===== src/rtl/maple_link_ctrl_if.sv =====
// maple_link_ctrl_if
//   Bundles the Maple link sequencer's bus/handshake signals.
//   master : the sequencer (samples the bus lines and FIFO/tx/rx status, drives the control outputs)
//   slave  : the environment (FIFO bridge, transmitter, receiver)
//   Signals:
//     sdcka_in, sdckb_in  bus lines as seen by the receiver
//     frame_ready         FIFO holds a complete outbound frame
//     tx_busy, rx_busy    transmitter / receiver busy
//     tx_enable           start request to transmitter
//     rx_listen           reply expected
//     xfer_done           1-cycle pulse, received frame completed
//     unsolicited         valid with xfer_done, frame not preceded by our TX
//     rx_timeout          1-cycle pulse, no reply in time
//     tx_fail             1-cycle pulse, transmitter never started
//     state               current sequencer state (debug)
interface maple_link_ctrl_if;
  logic       sdcka_in;
  logic       sdckb_in;
  logic       frame_ready;
  logic       tx_busy;
  logic       rx_busy;
  logic       tx_enable;
  logic       rx_listen;
  logic       xfer_done;
  logic       unsolicited;
  logic       rx_timeout;
  logic       tx_fail;
  logic [2:0] state;

  modport master (
    input  sdcka_in, sdckb_in, frame_ready, tx_busy, rx_busy,
    output tx_enable, rx_listen, xfer_done, unsolicited, rx_timeout, tx_fail, state
  );

  modport slave (
    output sdcka_in, sdckb_in, frame_ready, tx_busy, rx_busy,
    input  tx_enable, rx_listen, xfer_done, unsolicited, rx_timeout, tx_fail, state
  );
endinterface


===== src/rtl/maple_link_ctrl.sv =====
// maple_link_ctrl
//   Half-duplex Maple bus link sequencer. Decides when the transmitter may drive the bus
//   (after a run of bus-idle cycles) and when a reply is expected (after a turnaround gap),
//   with a start limit on the transmitter and a reply timeout.
//   Ports:
//     clk    system clock, rising edge
//     reset  synchronous, active-high
//     link   maple_link_ctrl_if.master (bus lines, FIFO/tx/rx status in; control outputs out)
//   All outputs are registered; the pulse outputs last exactly one cycle.
module maple_link_ctrl #(
  parameter int IDLE_CYCLES  = 16,
  parameter int TURN_CYCLES  = 8,
  parameter int RESP_TIMEOUT = 50000,
  parameter int START_LIMIT  = 8,
  parameter int CNT_W        = 16
) (
  input logic               clk,
  input logic               reset,
  maple_link_ctrl_if.master link
);

  typedef enum logic [2:0] {
    IDLE      = 3'd0,
    BUS_IDLE  = 3'd1,
    TX_START  = 3'd2,
    TX_ACTIVE = 3'd3,
    TURN      = 3'd4,
    RX_WAIT   = 3'd5,
    RX_ACTIVE = 3'd6,
    DONE      = 3'd7
  } state_t;

  localparam logic [CNT_W-1:0] IDLE_LAST  = CNT_W'(IDLE_CYCLES - 1);
  localparam logic [CNT_W-1:0] TURN_LAST  = CNT_W'(TURN_CYCLES - 1);
  localparam logic [CNT_W-1:0] RESP_LAST  = CNT_W'(RESP_TIMEOUT - 1);
  localparam logic [CNT_W-1:0] START_LAST = CNT_W'(START_LIMIT - 1);

  state_t           state_q, state_d;
  logic [CNT_W-1:0] cnt_q, cnt_d, cnt_inc;
  logic             unsol_q, unsol_d;
  logic             tx_fail_d, rx_timeout_d;
  logic             lines_high;

  assign lines_high = link.sdcka_in & link.sdckb_in;
  // Saturate rather than wrap so a stuck state can never alias a terminal count.
  assign cnt_inc    = (&cnt_q) ? cnt_q : cnt_q + 1'b1;

  always_comb begin
    state_d      = state_q;
    cnt_d        = cnt_q;
    unsol_d      = unsol_q;
    tx_fail_d    = 1'b0;
    rx_timeout_d = 1'b0;

    case (state_q)
      IDLE: begin
        // An incoming frame outranks our own pending request.
        if (link.rx_busy) begin
          state_d = RX_ACTIVE;
          unsol_d = 1'b1;
        end else if (link.frame_ready) begin
          state_d = BUS_IDLE;
        end
      end
      BUS_IDLE: begin
        // Someone else grabbed the bus; our frame stays queued and is retried later.
        if (link.rx_busy) begin
          state_d = RX_ACTIVE;
          unsol_d = 1'b1;
        end else if (!link.frame_ready) begin
          state_d = IDLE;
        end else if (!lines_high) begin
          cnt_d = '0;
        end else if (cnt_q == IDLE_LAST) begin
          state_d = TX_START;
        end else begin
          cnt_d = cnt_inc;
        end
      end
      TX_START: begin
        if (link.tx_busy) begin
          state_d = TX_ACTIVE;
        end else if (cnt_q == START_LAST) begin
          state_d   = IDLE;
          tx_fail_d = 1'b1;
        end else begin
          cnt_d = cnt_inc;
        end
      end
      TX_ACTIVE: begin
        if (!link.tx_busy) state_d = TURN;
      end
      TURN: begin
        // Bus echo of our own transmission can look like activity; ignore it here.
        if (cnt_q == TURN_LAST) state_d = RX_WAIT;
        else                    cnt_d   = cnt_inc;
      end
      RX_WAIT: begin
        if (link.rx_busy) begin
          state_d = RX_ACTIVE;
          unsol_d = 1'b0;
        end else if (cnt_q == RESP_LAST) begin
          state_d      = IDLE;
          rx_timeout_d = 1'b1;
        end else begin
          cnt_d = cnt_inc;
        end
      end
      RX_ACTIVE: begin
        if (!link.rx_busy) state_d = DONE;
      end
      DONE: begin
        state_d = IDLE;
      end
      default: state_d = IDLE;
    endcase

    if (state_d != state_q) cnt_d = '0;
  end

  // Outputs are computed from the next state so they line up with the state register.
  always_ff @(posedge clk) begin
    if (reset) begin
      state_q          <= IDLE;
      cnt_q            <= '0;
      unsol_q          <= 1'b0;
      link.tx_enable   <= 1'b0;
      link.rx_listen   <= 1'b0;
      link.xfer_done   <= 1'b0;
      link.unsolicited <= 1'b0;
      link.rx_timeout  <= 1'b0;
      link.tx_fail     <= 1'b0;
    end else begin
      state_q          <= state_d;
      cnt_q            <= cnt_d;
      unsol_q          <= unsol_d;
      link.tx_enable   <= (state_d == TX_START);
      link.rx_listen   <= (state_d == RX_WAIT);
      link.xfer_done   <= (state_d == DONE);
      link.unsolicited <= (state_d == DONE) && unsol_d;
      link.rx_timeout  <= rx_timeout_d;
      link.tx_fail     <= tx_fail_d;
    end
  end

  assign link.state = state_q;

endmodule


===== src/flat_wrapper.sv =====
// flat-port wrapper written by rule: the top's interface ports become plain ports
module maple_link_ctrl_flat 
#(
  parameter int IDLE_CYCLES  = 16,
  parameter int TURN_CYCLES  = 8,
  parameter int RESP_TIMEOUT = 50000,
  parameter int START_LIMIT  = 8,
  parameter int CNT_W        = 16
)
  (clk, reset, link_sdcka_in, link_sdckb_in, link_frame_ready, link_tx_busy, link_rx_busy, link_tx_enable, link_rx_listen, link_xfer_done, link_unsolicited, link_rx_timeout, link_tx_fail, link_state);
  maple_link_ctrl_if link_i ();
  input logic clk;
  input logic reset;
  input wire logic [$bits(link_i.sdcka_in)-1:0] link_sdcka_in;
  input wire logic [$bits(link_i.sdckb_in)-1:0] link_sdckb_in;
  input wire logic [$bits(link_i.frame_ready)-1:0] link_frame_ready;
  input wire logic [$bits(link_i.tx_busy)-1:0] link_tx_busy;
  input wire logic [$bits(link_i.rx_busy)-1:0] link_rx_busy;
  output wire logic [$bits(link_i.tx_enable)-1:0] link_tx_enable;
  output wire logic [$bits(link_i.rx_listen)-1:0] link_rx_listen;
  output wire logic [$bits(link_i.xfer_done)-1:0] link_xfer_done;
  output wire logic [$bits(link_i.unsolicited)-1:0] link_unsolicited;
  output wire logic [$bits(link_i.rx_timeout)-1:0] link_rx_timeout;
  output wire logic [$bits(link_i.tx_fail)-1:0] link_tx_fail;
  output wire logic [$bits(link_i.state)-1:0] link_state;
  assign link_i.sdcka_in = link_sdcka_in;
  assign link_i.sdckb_in = link_sdckb_in;
  assign link_i.frame_ready = link_frame_ready;
  assign link_i.tx_busy = link_tx_busy;
  assign link_i.rx_busy = link_rx_busy;
  assign link_tx_enable = link_i.tx_enable;
  assign link_rx_listen = link_i.rx_listen;
  assign link_xfer_done = link_i.xfer_done;
  assign link_unsolicited = link_i.unsolicited;
  assign link_rx_timeout = link_i.rx_timeout;
  assign link_tx_fail = link_i.tx_fail;
  assign link_state = link_i.state;
  maple_link_ctrl #(.IDLE_CYCLES(IDLE_CYCLES), .TURN_CYCLES(TURN_CYCLES), .RESP_TIMEOUT(RESP_TIMEOUT), .START_LIMIT(START_LIMIT), .CNT_W(CNT_W)) u_core (.clk(clk), .reset(reset), .link(link_i));
endmodule

===== config.mk =====
export PLATFORM = sky130hd
export DESIGN_NAME = maple_link_ctrl_flat
export DESIGN_NICKNAME = d
export VERILOG_FILES = /design/src/rtl/maple_link_ctrl_if.sv /design/src/rtl/maple_link_ctrl.sv /design/src/flat_wrapper.sv
export SDC_FILE = /design/constraint.sdc
export NUM_CORES = 1
export LEC_CHECK = 0
export CAP_MARGIN = 30
export CORE_MARGIN = 4
export CORE_UTILIZATION = 41
export CTS_CLUSTER_SIZE = 20
export DETAILED_ROUTE_END_ITERATION = 7
export RECOVER_POWER = 100
export SYNTH_ARGS = -nofsm -noshare
export SYNTH_HDL_FRONTEND = slang
export SYNTH_SLANG_ARGS = --single-unit

===== constraint.sdc =====
create_clock -name clk -period 3.9 [get_ports clk]
set_input_delay 0.585 -clock clk [delete_from_list [all_inputs] [get_ports clk]]
set_output_delay 0.585 -clock clk [all_outputs]
set_load 0.01 [all_outputs]

Yosys cells after proc, flatten, opt, wreduce, memory -nomap -nowiden. Cells that the tools add are included.

Reduce and logical (&&, ||, !) cells: 9. Muxes and demuxes: 29. Equal/unequal tests: 20. $add $sub $neg: 1. Bitwise operators: 3.

Operators with widths (count): $mux W16 (9); $pmux W16 S4 (1); $mux W3 (13); $pmux W3 S8 (1); $eq A3 B3 Y1 const B (6); $add A16 B1 Y16 const B (1); $eq A16 B16 Y1 const B (1); $eq A16 B3 Y1 const B (1); $eq A16 B4 Y1 const B (1); $reduce_and A16 Y1 (1); $ne A2 B2 Y1 const B (5); $eq A3 B2 Y1 const B (3); $reduce_and A7 Y1 (1); $reduce_or A3 Y1 (2); $mux W1 (4); $reduce_bool A4 Y1 (1); $reduce_or A2 Y1 (2); $eq A3 B1 Y1 const B (1); $logic_not A3 Y1 (1); $ne A3 B3 Y1 (1); $ne A3 B3 Y1 const B (1); $not A1 Y1 (2); $pmux W1 S2 (1); $and A1 B1 Y1 (1); $logic_and A1 B1 Y1 (1).

Logic and storage cells: 71. Bits in registers: 26. Bits of input ports: 7.

Depth between registers and ports, before layout.
Word-level depth: 8. Depth in mapped cells: 10. Depth with buffers taken out: 7.

Worst setup path before layout. OpenSTA, ideal clock, no wires.

Path type: reg-to-reg. Start: register u_core.cnt_q[0]. End: register u_core.cnt_q[6]. Data arrival time: 2024 ps. Path slack: 1747 ps. Buffers on the path: 2. Cell stages (with the launch flop): 10. Required time: 3770 ps. Library setup time: 130 ps. Path through: dfxtp_1 > ha_1 > and2_1 > buf_6 > nand4_2 > or4_1 > a22o_1 > nand4bb_2 > buf_6 > a21oi_1.

Word-level cells in the longest chain between the ends: 8. Elaborated cells between the ends (all ways): 30. Those cells by class: 1 x add/sub; 6 x eq/ne; 20 x mux; 3 x reduce/logical.

Ends and longest elaborated chain: start, declared (line maple_link_ctrl.sv:39) `logic [CNT_W-1:0] cnt_q, cnt_d, cnt_inc;`; start signal, assigned (line maple_link_ctrl.sv:135) `cnt_q <= cnt_d;`; branches (longest 8 deep; another with $add A16 B1 Y16).

Several ways; the timed one is not identified. The select of a mux whose other input is x is not followed. A chain may end at the register's enable or synchronous reset.

Final worst setup path.
Start: register u_core.cnt_q[0]. End: register u_core.cnt_q[11].

The elaborated chain is that of the path after synthesis.

==> results.yml <==
pwr:
  irDropWorstVdd_mv: 0.1985
  cellLeakagePower_nw: 0.5789
  power_density_mw_per_mm2: 461.5
place:
  portBuffers: 15
  hpwl_mm: 3.310
  gp_congestion: 0.9125
  place_area_mm2: 0.001911
synthesis:
  ys.flop_type: "dfxtp_1"
  syn_area_per_cell_um2: 8.339
  synth_warnings: 0
  ys_ff_latch: 26
  synth_top_area_share_pct: 29.44
  synthArstFlopShare_pct: 0
  synth-edff-count: 0
  yosys-top-cells-area: "dfxtp_1, nand2_1, a21oi_1"
  synth_cell_types: 54
  synth_cells: 212
  ys_seq_area_share_pct: 29.44
  synth_largest_area_cell: "dfxtp_1"
  synth_most_common_cell: "dfxtp_1"
  synth_fp_nets: 220
  synth_area_mm2: 0.001768
  ys_top_cells_by_count: "dfxtp_1, nand2_1, a21oi_1"
min_path:
  hold_end: "u_core.unsol_q"
  holdPathStages: 2
  hp-start: "u_core.unsol_q"
  hold_path.class: "reg2reg"
setup_path:
  crit_path_start_kind: "flop"
  reg2reg_slack_ps: 850
  reg2reg_depth: 7
  worstSetupPathType: "reg2reg"
  r2r-start: "u_core.cnt_q[0]"
  timing.rr.end: "u_core.cnt_q[11]"
  cp_max_fo: 11
  critPathArrivalTime_ps: 3190
  cp-end-kind: "flop"
  required_ps: 4040
cts:
  root_buffer: "clkbuf_8"
  cts_setup_buffers: 0
  clock-sinks: 26
  cts_hold_buf: 0
  htreeDepth: 1
  cts_tree: "done"
  cts.path.max_buffers: 2
  path_clk_slew_ps: 90
  cts_inserted_buffers: 3
  ctsResizeCount: 0
  worstSkewPairLatency_ps: 270
timing:
  setup_tns_ps: 0
  fin_crit_sh_pct: 78.21
  relSlewSlack_pct: 59.38
  skew_ps: 3.779
  setup-violations-final: 0
  period_needed_ps: 3050
  rsz0062_at_grt: "no"
  tightest_slew_ps: 605.8
  slew_violations: 0
  finalHoldViolations: 0
  timing.fmax_mhz: 327.8
final_layout:
  drive_gt1_share_pct: 11.87
  area_growth_pct: 8.917
  stdcell_area_mm2: 0.001926
  nNetsFinal: 229
  fillers: 409
  antennaDiodeCount: 0
  multiInputGateArea_mm2: 0.001121
  seqCellArea_um2: 520.5
global_routing:
  grt_use_total_pct: 17.39
  grt_max_degree: 21
  first_global_vias: 1486
  antenna_found_initial: 0
  grt_pass1_wl_mm: 7.431
  overflow: 0
routing:
  drt_first_pass_iters: 5
  via_per_inst: 6.465
  drt_iter0_drc: 293
  wl_mm: 4.544
  remaining_drc_errors: 0
  vias: 1739
  detail-route-antenna-nets: 0
  wl_per_cell_um: 16.89
floorplan:
  coreArea_mm2: 0.004086
  pin_count: 16
  die_w_um: 73.67
  dieHeight_um: 73.67
  row_count: 23
  die_area_mm2: 0.005427
  start_util_pct: 43.26
run_status:
  run_status: "finished, final reports clean"
job:
  drv_cap: 0
## how the worst max path moves through the flow
| stage | endpoint | slack [ps] | cells past startpoint | from |
|---|---|---|---|---|
| after floorplan | u_core.cnt_q[6] | 1750 | 9 | u_core.cnt_q[0] |
| after global placement | u_core.cnt_q[3] | 1130 | 7 | link_rx_busy |
| after detailed placement | u_core.cnt_q[0] | 1090 | 7 | link_rx_busy |
| after CTS | u_core.cnt_q[0] | 1200 | 7 | u_core.cnt_q[0] |
| after global routing | u_core.cnt_q[11] | 600 | 7 | u_core.cnt_q[0] |
| final | u_core.cnt_q[11] | 850 | 7 | u_core.cnt_q[0] |
## flip-flops by register name, indices dropped and copies added, names as in the netlist
name / count
u_core.link.rx_listen: 1
u_core.link.rx_timeout: 1
u_core.link.xfer_done: 1
u_core.link.tx_enable: 1
u_core.link.tx_fail: 1
u_core.cnt_q: 16
u_core.unsol_q: 1
u_core.link.state: 3
u_core.link.unsolicited: 1
## placed cells by master (no fill, tap or decap), types with 4 or more instances in the layout
master           Yosys  final
dfxtp_1             26     26
nand2_1             18     18
a21oi_1             13     14
nor2_1              12     12
dlygate4sd3_1        0     10
nand3_1              9      9
nand4_1              7      8
o31ai_1              8      8
nand3b_1             7      7
nor3_1               7      7
inv_1                6      6
a211oi_1             6      6
o21ai_0              6      6
nand2b_1             5      5
a21oi_2              6      5
or3_1                5      5
clkdlybuf4s50_1      0      5
or2_2                4      4
a41oi_1              4      4
or4_1                4      4
nor2b_1              4      4
or4_4                4      4
## worst max-delay path: stages (launching register included)
cell and delay, ps:
dfxtp_1 390, ha_1 230, and2_0 460, nand4_1 330, or4_1 660, a22o_1 280
nand4bb_1 460, a21oi_1 90
## layout make-up
class,instances,area share [%]
multi-input combinational,168,58.22
sequential,26,27.03
timing repair buffer,16,8.187
tap,50,3.249
clock buffer,3,2.144
inverter,6,1.170
## per-stage QoR
step / hold WS (ps) / utilization, % / cells / power [mW] / setup WS (ps)
after floorplan: 446.0 / - / 212 / 0.6640 / 1747
after global placement: 466.0 / 46.75 / 266 / 0.7460 / 1130
after detailed placement: 496.1 / 46.75 / 266 / 0.7514 / 1086
after CTS: 520.5 / 47.76 / 269 / 0.9084 / 1199
after global routing: 558.6 / 47.12 / 269 / 0.9525 / 595.8
final: 508.6 / 47.12 / 269 / 0.8886 / 849.7
## logic make-up after synthesis
family	synth area share [%]
compound gates	25.27
xor+xnor	0.4955
fa+ha+maj	0.7076
buf+inv	6.086
flops	29.44
simple gates	38.00
## metal layers
layer	global-route usage [%]	vias to the layer above	routed length (µm)
li1	-	836	-
met3	3.146	8	330
met2	24.61	78	1978
met4	6.640	0	51
met1	25.83	817	2184
met5	0	-	0
## power by group
part / switching [mW] / internal [mW] / leakage [nW]
sequential: 0.0532 / 0.290 / 0.211
clock: 0.0880 / 0.0694 / 0.0216
combinational: 0.241 / 0.148 / 0.347
total: 0.382 / 0.507 / 0.579
No activity file was read; power rests on OpenSTA's default activity.
